File: config.mk
export PLATFORM = sky130hd
export DESIGN_NAME = rr_mux_arbiter
export DESIGN_NICKNAME = d
export VERILOG_FILES = /design/src/rtl/rr_mux_arbiter.sv
export SDC_FILE = /design/constraint.sdc
export NUM_CORES = 1
export LEC_CHECK = 0
export ABC_CLOCK_PERIOD_IN_PS = 2300
export CORE_MARGIN = 3
export CORE_UTILIZATION = 40
export CTS_CLUSTER_SIZE = 20
export DETAILED_ROUTE_END_ITERATION = 16
export GPL_ROUTABILITY_DRIVEN = 0
export GPL_TIMING_DRIVEN = 0
export PLACE_DENSITY = 0.61
export REMOVE_ABC_BUFFERS = 1
export SYNTH_ARGS = -nofsm -noshare
export SYNTH_HDL_FRONTEND = slang
export SYNTH_SLANG_ARGS = --single-unit
File: constraint.sdc
create_clock -name clk -period 2.3 [get_ports clk]
set_input_delay 0.345 -clock clk [delete_from_list [all_inputs] [get_ports clk]]
set_output_delay 0.345 -clock clk [all_outputs]
set_load 0.02 [all_outputs]
File: src/rtl/rr_mux_arbiter.sv
// Round-robin owner of the shared 4-way datapath mux: grants one requester at a time,
// caps each tenure at HOLD_MAX cycles and leaves one dead cycle between owners.
module rr_mux_arbiter #(
    parameter int HOLD_MAX = 8
) (
    input  logic       clk,
    input  logic       rst,
    input  logic [3:0] req,
    output logic [3:0] gnt,
    output logic       i1,
    output logic       i2,
    output logic       busy,
    output logic       timeout
);

    typedef enum logic [1:0] {
        IDLE,
        GRANT,
        RECOVER
    } state_t;

    localparam logic [7:0] LIMIT = 8'(HOLD_MAX - 1);

    state_t     state;
    state_t     state_nxt;
    logic [3:0] gnt_nxt;
    logic [1:0] sel;
    logic [1:0] sel_nxt;
    logic [1:0] ptr;
    logic [1:0] ptr_nxt;
    logic [7:0] cnt;
    logic [7:0] cnt_nxt;
    logic       timeout_nxt;

    logic       found;
    logic [1:0] win;
    logic [1:0] scan;

    // First active request at or above ptr, wrapping modulo 4.
    always_comb begin
        found = 1'b0;
        win   = ptr;
        scan  = ptr;
        for (int i = 0; i < 4; i++) begin
            scan = ptr + 2'(i);
            if (!found && req[scan]) begin
                found = 1'b1;
                win   = scan;
            end
        end
    end

    always_comb begin
        state_nxt   = state;
        gnt_nxt     = gnt;
        sel_nxt     = sel;
        ptr_nxt     = ptr;
        cnt_nxt     = cnt;
        timeout_nxt = 1'b0;

        case (state)
            IDLE, RECOVER: begin
                gnt_nxt = 4'b0000;
                if (found) begin
                    state_nxt = GRANT;
                    gnt_nxt   = 4'b0001 << win;
                    sel_nxt   = win;
                    cnt_nxt   = 8'd0;
                    ptr_nxt   = win + 2'd1;
                end else begin
                    state_nxt = IDLE;
                end
            end

            // A voluntary drop wins over the limit, so no timeout on that edge.
            GRANT: begin
                if (!req[sel]) begin
                    state_nxt = RECOVER;
                    gnt_nxt   = 4'b0000;
                    cnt_nxt   = 8'd0;
                end else if (cnt == LIMIT) begin
                    state_nxt   = RECOVER;
                    gnt_nxt     = 4'b0000;
                    cnt_nxt     = 8'd0;
                    timeout_nxt = 1'b1;
                end else begin
                    cnt_nxt = cnt + 8'd1;
                end
            end

            default: begin
                state_nxt = IDLE;
                gnt_nxt   = 4'b0000;
                cnt_nxt   = 8'd0;
            end
        endcase
    end

    always_ff @(posedge clk or posedge rst) begin
        if (rst) begin
            state   <= IDLE;
            gnt     <= 4'b0000;
            sel     <= 2'b00;
            ptr     <= 2'b00;
            cnt     <= 8'd0;
            busy    <= 1'b0;
            timeout <= 1'b0;
        end else begin
            state   <= state_nxt;
            gnt     <= gnt_nxt;
            sel     <= sel_nxt;
            ptr     <= ptr_nxt;
            cnt     <= cnt_nxt;
            busy    <= |gnt_nxt;
            timeout <= timeout_nxt;
        end
    end

    assign i1 = sel[0];
    assign i2 = sel[1];

endmodule

## After elaboration in Yosys (flattened, before gate mapping)

Cells that the tools add are included.

| word-level totals | value |
|---|---|
| flip-flop bits (word level) | 20 |
| bits in latches | 0 |
| bits in writable memories | 0 |
| ROM bits | 0 |
| input bits | 6 |
| memories kept | 0 |

| operators by class | value |
|---|---|
| add/sub/neg operators | 5 |
| multiply operators | 0 |
| div/mod/pow operators | 0 |
| $lt $le $gt $ge | 5 |
| equality and inequality tests | 5 |
| shift-type cells | 1 |
| mux-type cells | 32 |
| bitwise gates (word level) | 0 |
| reduce and logical (&&, ||, !) cells | 10 |

Operator list:

| operator | number |
|---|---|
| $mux W8 | 3 |
| $pmux W8 S2 | 1 |
| $lt A2 B3 Y1 const B | 5 |
| $mux W1 | 13 |
| $mux W4 | 3 |
| $bmux W1 S2 | 5 |
| $mux W2 | 5 |
| $add A8 B1 Y8 const B | 1 |
| $eq A8 B3 Y1 const B | 1 |
| $pmux W4 S2 | 1 |
| $add A2 B1 Y2 const B | 2 |
| $add A2 B2 Y2 const B | 2 |
| $pmux W2 S2 | 1 |
| $reduce_or A4 Y1 | 1 |
| $shl A1 B2 Y4 const A | 1 |
| $logic_and A1 B1 Y1 | 3 |
| $logic_not A1 Y1 | 3 |
| $ne A3 B3 Y1 const B | 1 |
| $eq A2 B1 Y1 const B | 1 |
| $eq A2 B2 Y1 const B | 1 |
| $logic_not A2 Y1 | 1 |
| $ne A2 B2 Y1 const B | 1 |
| $reduce_and A2 Y1 | 1 |
| $reduce_or A2 Y1 | 1 |

## Longest topological paths before layout

| logic depth | value |
|---|---|
| word-level depth | 16 |
| depth in mapped cells | 7 |
| depth with buffers taken out | 7 |

## Worst setup path before layout

No wires, ideal clock.

| timing path | value |
|---|---|
| kind | register -> register |
| from | register ptr[1] |
| to | register busy |
| arrival | 1.550 ns |
| slack | 0.617 ns |
| stages on the path, launching flop included | 8 |
| path buffers | 0 |
| period minus slack after synthesis | 1.683 ns |
| path through | dfrtp_1 -> or2_2 -> a21oi_1 -> o31ai_1 -> inv_1 -> ha_1 -> o41ai_1 -> o21ai_1 |

| on the way | value |
|---|---|
| cells in the longest elaborated chain, start to end | 16 |
| elaborated cells between the ends (all ways) | 28 |
| classes of those cells | add/sub (3); shift (1); mux (17); reduce/logical (7) |

Ends and longest elaborated chain:

| element | RTL line | text |
|---|---|---|
| start, declared | 29 | `logic [1:0] ptr;` |
| start signal, assigned | 112 | `ptr <= ptr_nxt;` |
| branches (longest 11 deep; another with $add A2 B1 Y2) | -- |  |
| $mux W2 (*) | 46 | `if (!found && req[scan]) begin` |
| via win[1] | 36 | `logic [1:0] win;` |
| $shl A1 B2 Y4 (*) | 66 | `gnt_nxt = 4'b0001 << win;` |
| $mux W4 (*) | 64 | `if (found) begin` |
| $pmux W4 S2 (*) | 61 | `case (state)` |
| $reduce_or A4 Y1 (*) | 114 | `busy <= \|gnt_nxt;` |
| end signal, assigned | 114 |  |
| end, declared | 12 | `output logic busy,` |

Mark *: on every way through the listed nets, which the timed path passes. The select of a mux whose other input is x is not followed.
A chain may end at the register's enable or synchronous reset.

## Worst setup path in the final report

| timing path | value |
|---|---|
| from | input req[2] |
| to | register busy |

| on the way | value |
|---|---|
| cells in the longest elaborated chain, start to end | 16 |
| elaborated cells between the ends (all ways) | 28 |
| classes of those cells | shift (1); mux (20); reduce/logical (7) |

Ends and longest elaborated chain:

| element | RTL line | text |
|---|---|---|
| start, declared | 8 | `input logic [3:0] req,` |
| $bmux W1 S2 | 46 |  |
| $mux W1 (implied by the code) | 46 |  |
| $mux W1 | 46 |  |
| $logic_not A1 Y1 | 46 |  |
| $logic_and A1 B1 Y1 | 46 |  |
| $mux W1 | 46 |  |
| $logic_not A1 Y1 | 46 |  |
| $logic_and A1 B1 Y1 | 46 |  |
| $mux W1 | 46 |  |
| $logic_not A1 Y1 | 46 |  |
| $logic_and A1 B1 Y1 | 46 |  |
| $mux W2 (*) | 46 |  |
| via win[0] | 36 |  |
| $shl A1 B2 Y4 (*) | 66 |  |
| $mux W4 (*) | 64 |  |
| $pmux W4 S2 (*) | 61 |  |
| $reduce_or A4 Y1 (*) | 114 |  |

Mark *: on every way through the listed nets, which the timed path passes. The rest lies on a longest branch. The select of a mux whose other input is x is not followed.

==> impl.org <==
** Outcome
- The run finished with clean final reports.

** Route
- Drt first pass iters :: 4
- In this run, the number of DRC markers left after iteration 0 of detailed routing was 22.
- Number of nets with antenna violations after detailed routing :: 0
- Detail-routed via count per cell :: 5.583
- After detailed routing, the number of remaining DRC violations is 0.
- Vias post-DR :: roughly 840
- For this block, the routed nets add up to 2193 um of wire.
- In the final routed layout, each cell accounts on average for 14.52 um.

** Place
- The HPWL after detailed placement is 1551 um.
- Number of buffers added on ports :: 13
- Worst-case setup slack after placement :: -0.2197 ns

** Die
- The die covers 3460 um2.
- Pin placement for this block handled 14 I/O pins.
- In this run the standard cell core region covers about 2600 um2.
- In this run the core area contains 18 standard-cell rows.
- In this run the vertical extent of the chip is just under 60 um.
- Measured along the x axis, the die boundary spans 58.82 um.
- Initial cell density of the core :: 43.47%

** Critical path
- Data on the critical path is required at its endpoint by 2.49 ns.
- Data arrival time at the worst-slack endpoint :: 2.24 ns
- Worst path slowest cell :: clkdlybuf4s50_1
- On the worst path, the slowest cell contributes a delay of 0.51 ns.
- Crit Path Category :: primary input to flip-flop
- Category of the worst setup path capture point :: flip-flop
- For the worst flop-to-flop path, the logic depth is 4.
- Cells traversed along the worst timing path :: clkdlybuf4s50_1 > nor2b_1 > o21ai_0 > o211a_1 > inv_1 > ha_1 > o41ai_1 > o21ai_1
- Highest net fanout along the worst path :: 6
- STA classifies the critical path startpoint as a primary input.

** Final layout
- Layout filler cell count :: 259
- From synthesis to final layout, the design area changed by 16.26%.
- The net count of the finished layout is 133.
- In the final layout, the multi-input gates occupy 566.8 um2.
- 0 antenna diodes ended up in the layout.
- Leaving out fill and tap cells, the most frequent cell in the layout is dfrtp_1.
- Summing all flip-flop and latch instances after layout gives 500.5 um2.
- Most frequent cells in the layout :: 20 x dfrtp_1, 13 x clkdlybuf4s50_1, 7 x nand2_1, 7 x inv_1
- Cells with a size suffix above 1 make up 11.57% of the layout.

** Global routing
- Global routing finished with a remaining overflow of 0.
- Number of antenna violations at the first check in global routing :: 0
- Wire length of the first global-routing pass :: ~3700 um
- Via count of the first global-routing pass :: 833
- Maximum number of pins on one net before global-route repair :: 21
- Total routing resource utilization after global routing :: 13.83%

** Clock tree
- Post-CTS repair changed the size of 0 cells.
- After clock tree synthesis, the clock-pin slew on the worst setup and hold paths is 0.12 ns.
- The clock reaches the later pin of the worst-skew pair after 0.30 ns.
- Number of buffers inserted during clock tree synthesis :: 3
- Number of post-CTS setup repair buffers :: 0
- CTS tree :: built
- Clk root buf :: clkbuf_4
- Maximum buffer depth of the clock tree :: 2
- Hold-fix buffer count after cts :: 0
- Number of clock sinks seen by CTS :: 20
- CTS built an H-tree with a depth of 1.

** STA
- At the pin with the least slew margin, the transition time is 0.7669 ns.
- Top achievable clock speed :: around 500 MHz
- Across all setup checks in the final design, the least slack found is approximately 0.25 ns.
- Of the available clock period, the critical path in the final layout requires 89.10%.
- In this run the tightest slew margin relative to its limit is 48.82%.
- Setup violations remaining at the end of the flow were counted as 0.
- Setup repair after global routing left no endpoint under its margin.
- After routing, the total negative slack on setup checks comes to 0 ns.
- Post-layout min period :: 2.049 ns
- The count of final max-slew check failures is 0.
- Worst Clk Skew :: between 0.003 and 0.004 ns
- The hold violation total from the final report is 0.

** Logic synthesis
- Each instance of the synthesized netlist takes up on average approximately 10 um2.
- Register area share after synthesis :: 44.84%
- Warnings from Yosys :: 0
- Flip-flop and latch count after synthesis :: 20
- Summing every instance area after synthesis gives 1116 um2.
- Post-Syn Instances :: 107
- Cell variety after synth :: 39

** Power
- Leak pwr :: around 0.57 nW
- Power per unit of standard cell area :: between 1000 and 1500 nW/um2
- Across the VDD grid, the largest voltage drop is 0.0006981 V.

** Job
- The tool flagged a number of max-cap violations equal to 0.

** Worst hold path
- Worst hold path type :: flip-flop to flip-flop
- Counting instances, the worst hold path has a depth of 1.
[per-stage QoR]
step / hold slack, ns / utilization (%) / std cells / power [W] / cell area [um2]
4_1_cts: 0.4703 / 50.34 / 151 / 0.001408 / 1292
6_report: 0.4642 / 50.54 / 151 / 0.001400 / 1297
5_1_grt: 0.5100 / 50.54 / 151 / 0.001523 / 1297
3_3_place_gp: 0.4448 / 48.93 / 147 / 0.001187 / 1256
2_1_floorplan: 0.3088 / - / 104 / 0.0009699 / 1089
3_5_place_dp: 0.4550 / 48.93 / 147 / 0.001198 / 1256
[Yosys cell counts]
cell	number	area (um2)
nand3_1	4	20.02
o2bb2ai_1	1	8.760
nand4b_1	1	8.760
nor3b_2	1	12.51
or3b_1	1	8.760
nor4_1	1	6.260
o211ai_2	1	12.51
nor2b_1	3	18.77
buf_2	1	5.000
ha_1	5	62.56
nor4_2	2	25.02
and2b_1	2	15.01
nor2_1	5	18.77
a22o_1	5	43.79
or2_2	1	6.260
o41ai_1	1	8.760
and3_1	3	18.77
mux2_1	1	11.26
a31oi_1	4	25.02
dfrtp_1	20	500.5
buf_6	2	22.52
o21ai_1	2	10.01
o211a_1	1	10.01
nand2b_1	1	6.260
nand2_1	7	26.28
and2_1	2	12.51
nand3_2	1	10.01
inv_1	7	26.28
a41oi_1	2	17.52
o31ai_1	1	7.510
a211o_1	1	8.760
mux2_2	1	11.26
o22ai_1	1	6.260
o21ai_0	3	15.01
mux2i_1	3	30.03
o22ai_2	1	12.51
a21oi_1	5	25.02
nand2_2	1	6.260
nand3b_1	2	15.01
[power breakdown]
group	switching [W]	total [W]	internal [W]
clock network	0.000113	0.000209	0.0000964
registers	0.0000932	0.000547	0.000454
logic	0.000345	0.000644	0.000299
[logic make-up (layout without fill, tap and decap cells)]
| logic type | after synthesis | count (layout) | synth area share, % |
|---|---|---|---|
| AOI/OAI and AO/OA | 29 | 29 | 18.95 |
| adders and majority gates | 5 | 5 | 5.605 |
| buffers and inverters | 10 | 24 | 4.820 |
| DFF | 20 | 20 | 44.84 |
| muxes | 5 | 5 | 4.708 |
| and+or+nand+nor | 38 | 38 | 21.08 |
[critical path: cells and delay by family]
family                   cells  cell delay (ns)
AO/OA/AOI/OAI                4             0.87
adder cells (fa/ha/maj)      1             0.22
buffers and inverters        2             0.59
AND/OR/NAND/NOR              1             0.19
[sequential cells by signal (all words and copies together), names as in the netlist]
signal,cells
cnt,8
state,2
busy,1
timeout,1
gnt,4
sel,2
ptr,2
[layer usage]
metal,vias to the layer above,routed length (um),track usage (%)
met5,-,0,0
met4,0,19,4.207
met3,2,80,3.070
li1,423,-,-
met2,12,1012,21.45
met1,406,1080,19.20
[worst paths after layout]
| check | end | startpoint | slack, ns |
|---|---|---|---|
| setup / recovery | busy | req[2] | 0.25 |
| hold / removal | state[1] | state[1] | 0.46 |
| setup reg to reg | cnt[1] | state[0] | 0.42 |
| hold reg to reg | state[1] | state[1] | 0.46 |
| max in group asynchronous | cnt[4] | rst | 1.35 |
| min in group asynchronous | gnt[0] | rst | 0.47 |
[layout make-up]
type,instances,share of cell area [%]
Inverter,7,2.025
Clock buffer,4,2.797
Multi-Input combinational cell,77,43.68
Tap cell,30,2.893
Timing Repair Buffer,13,10.03
Sequential cell,20,38.57
Note: power is estimated with default switching activity, not from simulation.
